==> config.mk <==
export PLATFORM = sky130hd
export DESIGN_NAME = soc_pwr_seq_csr
export DESIGN_NICKNAME = d
export VERILOG_FILES = /design/src/rtl/soc_pwr_seq_csr.sv
export SDC_FILE = /design/constraint.sdc
export NUM_CORES = 1
export LEC_CHECK = 0
export BUFFER_PORTS_ARGS = -buffer_cell sky130_fd_sc_hd__buf_4
export CORE_UTILIZATION = 41
export DETAILED_ROUTE_END_ITERATION = 8
export SLEW_MARGIN = 20
export SYNTH_ARGS = -nofsm -noshare
export SYNTH_HDL_FRONTEND = slang
export SYNTH_SLANG_ARGS = --single-unit
==> constraint.sdc <==
create_clock -name clk_i -period 9.15 [get_ports clk_i]
set_input_delay 1.83 -clock clk_i [delete_from_list [all_inputs] [get_ports clk_i]]
set_output_delay 1.83 -clock clk_i [all_outputs]
set_load 0.005 [all_outputs]
==> src/rtl/soc_pwr_seq_csr.sv <==
// soc_pwr_seq_csr: memory-mapped clock/reset/PLL control for NUM_DOMAIN power
// domains, each with a hardware power-up/power-down sequencer and fault capture.
//
// Ports:
//   clk_i, arst_i                  system clock, async active-high reset
//   reg_req_* / reg_rsp_*          single-cycle register access, response one cycle later
//   dom_clk_en_o, dom_arst_o       per-domain clock enable and reset (active-high)
//   dom_pll_fb_div_o               per-domain PLL feedback divider
//   dom_pll_locked_i               per-domain PLL lock (asynchronous)
//   dom_temp_i                     per-domain temperature (SOC_PWR_SEQ_THERMAL_TRIP_EN only)
//   irq_o                          OR of sticky fault (and trip) bits
//
// Optional feature macro: SOC_PWR_SEQ_THERMAL_TRIP_EN adds the thermal trip register,
// the CTRL trip bit and the dom_temp_i input.
module soc_pwr_seq_csr #(
    parameter int unsigned                 NUM_DOMAIN    = 5,
    parameter int unsigned                 FB_DIV_WIDTH  = 8,
    parameter logic [FB_DIV_WIDTH-1:0]     FB_DIV_RESET  = 8'd40,
    parameter int unsigned                 CNT_W         = 16,
    parameter int unsigned                 LOCK_TO_RESET = 1000,
    parameter int unsigned                 RST_DLY_RESET = 16
) (
    input  logic                                   clk_i,
    input  logic                                   arst_i,
    input  logic                                   reg_req_valid_i,
    input  logic                                   reg_req_write_i,
    input  logic [11:0]                            reg_req_addr_i,
    input  logic [63:0]                            reg_req_wdata_i,
    output logic                                   reg_rsp_valid_o,
    output logic [63:0]                            reg_rsp_rdata_o,
    output logic                                   reg_rsp_err_o,
    output logic [NUM_DOMAIN-1:0]                  dom_clk_en_o,
    output logic [NUM_DOMAIN-1:0]                  dom_arst_o,
    output logic [NUM_DOMAIN-1:0][FB_DIV_WIDTH-1:0] dom_pll_fb_div_o,
    input  logic [NUM_DOMAIN-1:0]                  dom_pll_locked_i,
`ifdef SOC_PWR_SEQ_THERMAL_TRIP_EN
    input  logic [NUM_DOMAIN-1:0][9:0]             dom_temp_i,
`endif
    output logic                                   irq_o
);

    localparam int unsigned TIM_ADDR = 32 * NUM_DOMAIN;

    typedef enum logic [2:0] {
        S_OFF   = 3'd0,
        S_LOCK  = 3'd1,
        S_CLK   = 3'd2,
        S_RUN   = 3'd3,
        S_DRAIN = 3'd4,
        S_FAULT = 3'd5
    } state_t;

    state_t                  r_state     [NUM_DOMAIN];
    state_t                  w_state_nxt [NUM_DOMAIN];
    logic [CNT_W-1:0]        r_cnt       [NUM_DOMAIN];
    logic [CNT_W-1:0]        w_cnt_nxt   [NUM_DOMAIN];
    logic [FB_DIV_WIDTH-1:0] r_fb_div    [NUM_DOMAIN];

    logic [NUM_DOMAIN-1:0] r_on_req;
    logic [NUM_DOMAIN-1:0] r_fault;
    logic [NUM_DOMAIN-1:0] r_lock_meta;
    logic [NUM_DOMAIN-1:0] r_lock_sync;
    logic [NUM_DOMAIN-1:0] r_clk_en;
    logic [NUM_DOMAIN-1:0] r_arst;
    logic [NUM_DOMAIN-1:0] w_on_nxt;
    logic [NUM_DOMAIN-1:0] w_fault_nxt;
    logic [NUM_DOMAIN-1:0] w_clk_en_nxt;
    logic [NUM_DOMAIN-1:0] w_hit;
    logic [NUM_DOMAIN-1:0] w_ctrl_we;
    logic [NUM_DOMAIN-1:0] w_fb_we;

    logic [CNT_W-1:0] r_lock_to;
    logic [CNT_W-1:0] r_rst_dly;

    logic        r_rsp_valid;
    logic        r_rsp_err;
    logic [63:0] r_rsp_rdata;
    logic        r_irq;

    logic [31:0] w_addr32;
    logic [6:0]  w_dom_idx;
    logic [1:0]  w_word;
    logic        w_in_dom;
    logic        w_is_tim;
    logic        w_err;
    logic        w_we;
    logic        w_tim_we;
    logic        w_dom_off;
    logic [63:0] w_rdata;
    logic [63:0] w_ctrl_rd;
    logic [63:0] w_fb_rd;
    logic [63:0] w_st_rd;
    logic [63:0] w_tim_rd;
    logic        w_unused;

`ifdef SOC_PWR_SEQ_THERMAL_TRIP_EN
    logic [9:0]            r_trip_thr;
    logic [NUM_DOMAIN-1:0] r_trip;
    logic [NUM_DOMAIN-1:0] w_trip_nxt;
    logic                  w_is_trip;
    logic                  w_trip_we;
`endif

    assign w_unused = ^reg_req_wdata_i;

    // Address decode, read mux and access-error detection.
    always_comb begin
        w_addr32  = {20'd0, reg_req_addr_i};
        w_dom_idx = reg_req_addr_i[11:5];
        w_word    = reg_req_addr_i[4:3];
        w_in_dom  = w_addr32 < TIM_ADDR;
        w_is_tim  = w_addr32 == TIM_ADDR;
`ifdef SOC_PWR_SEQ_THERMAL_TRIP_EN
        w_is_trip = w_addr32 == TIM_ADDR + 32'd8;
`endif
        w_ctrl_rd = '0;
        w_fb_rd   = '0;
        w_st_rd   = '0;
        w_dom_off = 1'b0;
        for (int d = 0; d < NUM_DOMAIN; d++) begin
            w_hit[d] = w_in_dom && (w_dom_idx == 7'(d));
            if (w_hit[d]) begin
                w_ctrl_rd[0]   = r_on_req[d];
                w_ctrl_rd[1]   = r_fault[d];
`ifdef SOC_PWR_SEQ_THERMAL_TRIP_EN
                w_ctrl_rd[2]   = r_trip[d];
`endif
                w_fb_rd        = 64'(r_fb_div[d]);
                w_st_rd[2:0]   = r_state[d];
                w_st_rd[3]     = r_lock_sync[d];
                w_st_rd[4]     = r_fault[d];
                w_dom_off      = r_state[d] == S_OFF;
            end
        end
        w_tim_rd = '0;
        w_tim_rd[CNT_W-1:0]     = r_lock_to;
        w_tim_rd[CNT_W+31:32]   = r_rst_dly;

        w_err   = 1'b0;
        w_rdata = '0;
        if (reg_req_addr_i[2:0] != 3'd0) begin
            w_err = 1'b1;
        end else if (w_in_dom) begin
            unique case (w_word)
                2'd0: w_rdata = w_ctrl_rd;
                2'd1: begin
                    w_rdata = w_fb_rd;
                    if (reg_req_write_i && !w_dom_off) w_err = 1'b1;
                end
                2'd2: begin
                    w_rdata = w_st_rd;
                    if (reg_req_write_i) w_err = 1'b1;
                end
                default: w_err = 1'b1;
            endcase
        end else if (w_is_tim) begin
            w_rdata = w_tim_rd;
`ifdef SOC_PWR_SEQ_THERMAL_TRIP_EN
        end else if (w_is_trip) begin
            w_rdata = {54'd0, r_trip_thr};
`endif
        end else begin
            w_err = 1'b1;
        end
        if (w_err || reg_req_write_i) w_rdata = '0;

        w_we      = reg_req_valid_i && reg_req_write_i && !w_err;
        w_ctrl_we = (w_we && w_word == 2'd0) ? w_hit : '0;
        w_fb_we   = (w_we && w_word == 2'd1) ? w_hit : '0;
        w_tim_we  = w_we && w_is_tim;
`ifdef SOC_PWR_SEQ_THERMAL_TRIP_EN
        w_trip_we = w_we && w_is_trip;
`endif
    end

    // Per-domain sequencer next state and CTRL bit updates.
    always_comb begin
        for (int d = 0; d < NUM_DOMAIN; d++) begin
            w_state_nxt[d] = r_state[d];
            w_on_nxt[d]    = r_on_req[d];
            w_fault_nxt[d] = r_fault[d];
`ifdef SOC_PWR_SEQ_THERMAL_TRIP_EN
            w_trip_nxt[d]  = r_trip[d];
`endif
            unique case (r_state[d])
                S_OFF: begin
                    if (r_on_req[d] && !r_fault[d]) w_state_nxt[d] = S_LOCK;
                end
                S_LOCK: begin
                    if (!r_on_req[d])
                        w_state_nxt[d] = S_OFF;
                    else if (r_lock_sync[d])
                        w_state_nxt[d] = S_CLK;
                    else if (r_lock_to != '0 &&
                             r_cnt[d] >= r_lock_to - CNT_W'(1))
                        w_state_nxt[d] = S_FAULT;
                end
                S_CLK: begin
                    if (!r_lock_sync[d])
                        w_state_nxt[d] = S_FAULT;
                    else if (r_cnt[d] >= r_rst_dly)
                        w_state_nxt[d] = S_RUN;
                end
                S_RUN: begin
                    // Losing lock is a fault even if software is powering down.
                    if (!r_lock_sync[d])
                        w_state_nxt[d] = S_FAULT;
                    else if (!r_on_req[d])
                        w_state_nxt[d] = S_DRAIN;
`ifdef SOC_PWR_SEQ_THERMAL_TRIP_EN
                    else if (dom_temp_i[d] > r_trip_thr) begin
                        w_state_nxt[d] = S_DRAIN;
                        w_trip_nxt[d]  = 1'b1;
                        w_on_nxt[d]    = 1'b0;
                    end
`endif
                end
                S_DRAIN: begin
                    if (r_cnt[d] >= r_rst_dly) w_state_nxt[d] = S_OFF;
                end
                S_FAULT: begin
                    if (!r_fault[d]) w_state_nxt[d] = S_OFF;
                end
                default: w_state_nxt[d] = S_OFF;
            endcase

            if (w_ctrl_we[d]) begin
`ifdef SOC_PWR_SEQ_THERMAL_TRIP_EN
                if (!w_trip_nxt[d] || r_state[d] != S_RUN ||
                    w_state_nxt[d] != S_DRAIN)
                    w_on_nxt[d] = reg_req_wdata_i[0];
                if (reg_req_wdata_i[2] && w_trip_nxt[d] == r_trip[d])
                    w_trip_nxt[d] = 1'b0;
`else
                w_on_nxt[d] = reg_req_wdata_i[0];
`endif
                if (reg_req_wdata_i[1]) w_fault_nxt[d] = 1'b0;
            end

            // Fault entry overrides any same-cycle software write.
            if (w_state_nxt[d] == S_FAULT && r_state[d] != S_FAULT) begin
                w_fault_nxt[d] = 1'b1;
                w_on_nxt[d]    = 1'b0;
            end

            if (w_state_nxt[d] != r_state[d])
                w_cnt_nxt[d] = '0;
            else if (r_state[d] inside {S_LOCK, S_CLK, S_DRAIN})
                w_cnt_nxt[d] = r_cnt[d] + CNT_W'(1);
            else
                w_cnt_nxt[d] = '0;

            w_clk_en_nxt[d] = w_state_nxt[d] inside {S_CLK, S_RUN, S_DRAIN};
        end
    end

    always_ff @(posedge clk_i or posedge arst_i) begin
        if (arst_i) begin
            for (int d = 0; d < NUM_DOMAIN; d++) begin
                r_state[d]  <= S_OFF;
                r_cnt[d]    <= '0;
                r_fb_div[d] <= FB_DIV_RESET;
            end
            r_on_req    <= '0;
            r_fault     <= '0;
            r_lock_meta <= '0;
            r_lock_sync <= '0;
            r_clk_en    <= '0;
            r_arst      <= '1;
            r_lock_to   <= CNT_W'(LOCK_TO_RESET);
            r_rst_dly   <= CNT_W'(RST_DLY_RESET);
            r_rsp_valid <= 1'b0;
            r_rsp_err   <= 1'b0;
            r_rsp_rdata <= '0;
            r_irq       <= 1'b0;
`ifdef SOC_PWR_SEQ_THERMAL_TRIP_EN
            r_trip_thr  <= 10'h3FF;
            r_trip      <= '0;
`endif
        end else begin
            for (int d = 0; d < NUM_DOMAIN; d++) begin
                r_state[d] <= w_state_nxt[d];
                r_cnt[d]   <= w_cnt_nxt[d];
                r_arst[d]  <= w_state_nxt[d] != S_RUN;
                if (w_fb_we[d])
                    r_fb_div[d] <= reg_req_wdata_i[FB_DIV_WIDTH-1:0];
            end
            r_on_req    <= w_on_nxt;
            r_fault     <= w_fault_nxt;
            r_clk_en    <= w_clk_en_nxt;
            r_lock_meta <= dom_pll_locked_i;
            r_lock_sync <= r_lock_meta;
            if (w_tim_we) begin
                r_lock_to <= reg_req_wdata_i[CNT_W-1:0];
                r_rst_dly <= reg_req_wdata_i[CNT_W+31:32];
            end
            r_rsp_valid <= reg_req_valid_i;
            r_rsp_err   <= reg_req_valid_i && w_err;
            r_rsp_rdata <= reg_req_valid_i ? w_rdata : '0;
`ifdef SOC_PWR_SEQ_THERMAL_TRIP_EN
            if (w_trip_we) r_trip_thr <= reg_req_wdata_i[9:0];
            r_trip      <= w_trip_nxt;
            r_irq       <= (|w_fault_nxt) || (|w_trip_nxt);
`else
            r_irq       <= |w_fault_nxt;
`endif
        end
    end

    always_comb begin
        for (int d = 0; d < NUM_DOMAIN; d++) begin
            dom_pll_fb_div_o[d] = r_fb_div[d];
        end
    end

    assign dom_clk_en_o    = r_clk_en;
    assign dom_arst_o      = r_arst;
    assign reg_rsp_valid_o = r_rsp_valid;
    assign reg_rsp_err_o   = r_rsp_err;
    assign reg_rsp_rdata_o = r_rsp_rdata;
    assign irq_o           = r_irq;

endmodule
=== Yosys cells after proc, flatten, opt, wreduce, memory -nomap -nowiden ===
Cells that the tools add are included.

* Multiplexer cells: 124
* Reduce and logical (&&, ||, !) cells: 60
* Equality and inequality tests: 67
* Add/sub/neg operators: 6
* $lt $le $gt $ge: 11

{| class="wikitable"
|+ Operator list
! cell !! count
|-
| 2-to-1 mux 64 bit || 8
|-
| case mux 64 bit (3 select lines) || 1
|-
| greater-or-equal comparator 16 bit || 10
|-
| 2-to-1 mux 16 bit || 10
|-
| 2-to-1 mux 3 bit || 50
|-
| case mux 3 bit (6 select lines) || 5
|-
| adder 16 x 1 -> 16 bit, second input constant || 5
|-
| equality test 3 x 2 -> 1 bit, second input constant || 20
|-
| equality test 3 bit, second input constant || 20
|-
| 2-to-1 mux 48 bit || 1
|-
| 2-to-1 mux 1 bit || 35
|-
| 2-to-1 mux 5 bit || 7
|-
| nonzero test 3 bit || 11
|-
| logical AND 1 bit || 27
|-
| nonzero test 16 bit || 1
|-
| subtractor 16 x 1 -> 16 bit, second input constant || 1
|-
| equality test 3 x 1 -> 1 bit, second input constant || 5
|-
| logical NOT 3 bit || 5
|-
| inequality test 3 x 2 -> 1 bit, second input constant || 5
|-
| inequality test 3 bit || 5
|-
| inequality test 3 bit, second input constant || 5
|-
| equality test 7 x 2 -> 1 bit, second input constant || 2
|-
| equality test 12 x 8 -> 1 bit, second input constant || 1
|-
| less-than comparator 12 x 8 -> 1 bit, second input constant || 1
|-
| 13 further kinds || 27
|}

* Register bits after elaboration: 264
* Logic and storage cells: 299
* Bits of input ports: 85
* Output and inout bits: 117

=== Depth between registers and ports, before layout ===
* Depth in word-level cells: 20
* Depth in mapped cells: 17
* Mapped depth without buffers: 16

=== Least setup slack after synthesis ===
Ideal clock, no wire load.

* Path kind: reg2reg
* Start point: register r_lock_to[4]
* End point: register r_irq, in the netlist irq_o
* Path buffers: 1
* Required time: 9.011 ns
* Arrival time: 4.516 ns
* Period minus slack after synthesis: 4.654 ns
* Stages on the path, launching flop included: 16
* Path slack: 4.496 ns
* Setup time: 0.139 ns
* Cell sequence: dfrtp_1 > buf_6 > or4_4 > or4_4 > or4_1 > xor2_1 > ha_1 > and4_1 > a221oi_1 > o21ai_0 > a21o_1 > a41o_1 > a211oi_1 > o31ai_1 > nor3b_2 > or4b_1

* Longest elaborated chain between the ends: 11
* Elaborated cells between the ends (all ways): 48
* Those cells by class: add/sub (1); order compare (5); eq/ne (5); mux (25); reduce/logical (12)

{| class="wikitable"
|+ Ends and longest elaborated chain
! element !! line !! source
|-
| from (decl) || 72 || <nowiki>logic [CNT_W-1:0] r_lock_to;</nowiki>
|-
| from (signal assigned) || 270 || <nowiki>r_lock_to <= CNT_W'(LOCK_TO_RESET);</nowiki>
|-
| from (signal assigned) || 294 || <nowiki>r_lock_to <= reg_req_wdata_i[CNT_W-1:0];</nowiki>
|-
| subtractor 16 x 1 -> 16 bit || 195 || <nowiki>r_cnt[d] >= r_lock_to - CNT_W'(1))</nowiki>
|-
| greater-or-equal comparator 16 bit || 195 ||
|-
| logical AND 1 bit (*) || 194 || <nowiki>else if (r_lock_to != '0 &&</nowiki>
|-
| 2-to-1 mux 3 bit (*) || 194 ||
|-
| 2-to-1 mux 3 bit (*) || 192 || <nowiki>else if (r_lock_sync[d])</nowiki>
|-
| 2-to-1 mux 3 bit (*) || 190 || <nowiki>if (!r_on_req[d])</nowiki>
|-
| case mux 3 bit (6 select lines) (*) || 185 || <nowiki>unique case (r_state[d])</nowiki>
|-
| equality test 3 bit (*) || 241 || <nowiki>if (w_state_nxt[d] == S_FAULT && r_state[d] != S_FAULT) begin</nowiki>
|-
| logical AND 1 bit (*) || 241 ||
|-
| 2-to-1 mux 1 bit (*) || 241 ||
|-
| via w_fault_nxt[3] || 66 || <nowiki>logic [NUM_DOMAIN-1:0] w_fault_nxt;</nowiki>
|-
| OR reduction 5 bit (*) || 305 || <nowiki>r_irq <= |w_fault_nxt;</nowiki>
|-
| to (signal assigned) || 305 ||
|-
| to (decl) || 78 || <nowiki>logic r_irq;</nowiki>
|}

The timed path passes the listed nets; every way through them passes the cells marked *.
A chain may end at the register's enable or synchronous reset.

=== Worst setup path after layout ===
* Start point: register r_lock_to[2]
* End point: register r_irq, in the netlist irq_o

Same word-level chain as after synthesis.

==> run summary <==
• depth of the most critical reg-to-reg path: 14
• required time reported for the critical path endpoint: 9.59 ns
• number of input and output port buffers inserted: 137
• Die Footprint: 36300 µm²
• Horiz. Die Dim: 191 µm
• combinational group share of total power: 3.5%
• clock latency of the later-clocked register in the worst-skew pair: 0.58 ns
• fraction of final layout cells sized beyond drive strength 1: 18.8%
• Remaining Overflow, GRT: 0
• most frequent cells after synthesis: 210 x dfrtp_1, 157 x ha_1, 146 x nor2_1
• number of antenna-violating nets in the routed design: 0
• Hold Path Depth: 0
• share of total power consumed by net switching: 22.9%
• number of sinks on the clock net: 232
• class of the most critical hold timing path: reg2reg
• CTS max path bufs: 3
• mean area per synthesized cell: 9.78 µm²
• maximum net fanout on the critical path: 7
• diode count: 0
• peak supply drop: 138 µV
• fraction of synthesized cell area taken by the top area cell type: 36.0%
• leading cell types by total area after synthesis: dfrtp_1 36%, ha_1 13%, mux2_2 5.6%
• setup repair after global routing missed its margin: false
• Setup Crit Path Kind: reg2reg
• most repeated cell in the gate-level netlist after synthesis: dfrtp_1
• Final TNS setup: 0 ns
• overall die height: 191 µm
• core box area: 34800 µm²
• post-route clock period utilization: 59.9%
• post-synthesis cell type count: 79
• Initial Util: 41.9%
• DR vias: 11700
• max_cap viols: 0
• total detailed-routing wirelength: 41.3 mm
• Worst Hold Path EP: r_lock_sync[1]
• largest net degree at the start of global routing: 104
• register-to-register setup slack: 3.67 ns
• maximum operating frequency: 0.182 GHz
• # hold bufs at CTS: 0
• sort of element at the start of the critical path: flop
• NumNets Final: 1861
• clock transition at the registers of the reported paths: 0.06 ns
• # DRC: 0
• # rows: 68
• post-cts gate resize count: 0
• clock tree root buffer cell: clkbuf_16
• number of instances in the synthesized netlist: 1491
• number of enable flip-flop cells after synthesis: 0
• Critical Path End Type: flop
• Sequential Power Share: 44.5%
• violation count after the first detailed-route iteration: 909
• number of buffers created by CTS: 28
• Synth async-reset ratio: 100%
• switching power: 0.532 mW
• via count of the first global-routing pass: 11100
• share of total power in the clock network: 52.0%
• cell type with the largest total area after synthesis: dfrtp_1
• primary flip-flop cell chosen by synthesis mapping: dfrtp_1
• Max Clock Skew: 0.0250 ns
• post-detailed-placement half-perimeter wirelength: 30.5 mm
• share of the core filled with cells in the final layout: 48.8%
• GP Congestion: 0.908
• post-route minimum period: 5.48 ns
• H-tree level count: 1
• antenna violations before repair: 0
• count of endpoints failing setup in the final report: 0
• Final Hold Violating Endpoints: 0
• wire length of the first global-routing pass: 64.4 mm
• combined area of all synthesized cells: 14600 µm²
• P_int: 1.79 mW
• number of top-level design ports: 202
• fraction of the yosys area taken by sequential cells: 40.0%
• Max-slew headroom: 16.6%
• leakage power of the design: 8.26 nW
• startpoint of the worst hold path: r_lock_meta[1]
• mean number of vias per cell: 5.57
• count of filler cells inserted in the layout: 3231
• router iterations before antenna repair: 5
• status: complete, no violations
• destination of the worst register-to-register timing path: irq_o
• count of pins over their slew limit: 0
• count of yosys warnings during synthesis: 0
• Total GRT Usage: 22.9%
• post-CTS setup repair buffer count: 0
• signed area change from the synthesized netlist to the final layout: 16.4%
• register bit count reported by yosys: 232
• power per cell area: 137 nW/µm²
• WP data arrival: 5.92 ns
• Least-Margin Pin Slew: 1.24 ns
• clock tree from TritonCTS: done
• reg2reg start: r_lock_to[2]
• DR WL/cell: 19.7 µm
==> area by class of cell <==
cell class	instances	area (µm²)	share of cell area, %
multi-input cells	1160	8250	48.6
inverters	50	195	1.15
flip-flops and latches	232	5830	34.4
repair buffers	147	1100	6.50
clock inverters	15	213	1.25
well taps	455	569	3.36
clock buffers	37	805	4.74
==> state kept, by name, indices dropped and copies added, names as in the netlist <==
signal / cells
r_cnt: 80
r_rst_dly: 16
reg_rsp_valid_o: 1
r_on_req: 5
dom_clk_en_o: 5
r_lock_sync: 5
r_lock_to: 16
irq_o: 1
r_fault: 5
reg_rsp_err_o: 1
dom_arst_o: 5
reg_rsp_rdata_o: 32
r_lock_meta: 5
dom_pll_fb_div_o: 40
r_state: 15
==> how the worst max path moves through the flow <==
stage | end | slack [ns] | startpoint
final | irq_o | 3.67 | r_lock_to[2]
after global routing | irq_o | 3.38 | r_lock_to[0]
after CTS | irq_o | 3.72 | r_lock_to[0]
after detailed placement | reg_rsp_rdata_o[13] | 3.71 | reg_req_addr_i[11]
after global placement | reg_rsp_rdata_o[8] | 3.70 | reg_req_addr_i[11]
after floorplan | dom_clk_en_o[0] | 1.0 | arst_i
==> per-stage QoR <==
| stage | hold slack (ns) | cells | area (µm²) | power, mW | setup slack, ns |
|---|---|---|---|---|---|
| floorplan | 0.331 | 1522 | 14700 | 1.10 | 0.995 |
| CTS | 0.350 | 2096 | 17000 | 2.35 | 3.72 |
| finish | 0.348 | 2096 | 17000 | 2.32 | 3.67 |
| global placement | 0.334 | 2044 | 15900 | 1.13 | 3.70 |
| detailed placement | 0.336 | 2044 | 16000 | 1.13 | 3.71 |
| global route | 0.355 | 2096 | 17000 | 2.40 | 3.38 |
==> per-layer routing <==
metal	track usage, %	part of all wire [%]	vias to the layer above
met5	0	0	-
met4	6.31	2.8	0
met3	3.88	5.4	80
met2	35.9	45	339
met1	32.4	47	5674
li1	-	-	5572
==> worst max-delay path, stage by stage, from the launching register on <==
cell and delay, ns:
dfrtp_1 0.46, or4_4 0.60, or4_4 0.57, or4_1 0.43
xor2_1 0.59, ha_1 0.37, and4_1 0.24, a221oi_1 0.28
o21ai_0 0.14, a21o_1 0.19, a41o_1 0.21, a211oi_1 0.43
o31ai_1 0.20, nor3b_2 0.16, or4b_1 0.47
==> placed cells by master (no fill, tap or decap), drive strengths merged, types with 10 or more instances in the layout <==
| master | synthesis | layout |
|---|---|---|
| a22oi | 23 | 23 |
| nand3 | 64 | 64 |
| a21oi | 64 | 64 |
| nor4 | 10 | 10 |
| xor2 | 51 | 51 |
| xnor2 | 39 | 39 |
| a31oi | 13 | 13 |
| dfstp | 22 | 22 |
| dfrtp | 210 | 210 |
| buf | 39 | 147 |
| a211oi | 18 | 18 |
| ha | 157 | 157 |
| mux2i | 10 | 10 |
| nor2 | 146 | 146 |
| nand2b | 23 | 23 |
| mux2 | 72 | 72 |
| and2 | 14 | 14 |
| o21ai | 49 | 49 |
| conb | 1 | 32 |
| inv | 49 | 50 |
| nor2b | 16 | 16 |
| and3 | 30 | 30 |
| a21o | 29 | 29 |
| nor3 | 32 | 32 |
| nand2 | 126 | 126 |
| nand4 | 17 | 17 |
| clkbuf | 41 | 37 |
==> logic make-up after synthesis <==
family                   Yosys count  synth area share, %
AND/OR/NAND/NOR                  519                 17.5
other                              1               0.0257
flip-flops                       232                 40.0
AO/OA/AOI/OAI                    276                 12.7
adder cells (fa/ha/maj)          160                 13.7
multiplexers                      82                 6.25
XOR/XNOR                          91                 5.56
buffers and inverters            130                 4.29
==> power groups by stage <==
stage / clock (mW) / sequential (mW) / combinational [mW]
finish: 1.21 / 1.03 / 0.0810
global placement: 0 / 1.05 / 0.0813
detailed placement: 0 / 1.05 / 0.0827
CTS: 1.24 / 1.03 / 0.0829
global route: 1.27 / 1.03 / 0.0919
floorplan: 0 / 1.05 / 0.0524
Note: power is estimated with default switching activity, not from simulation.
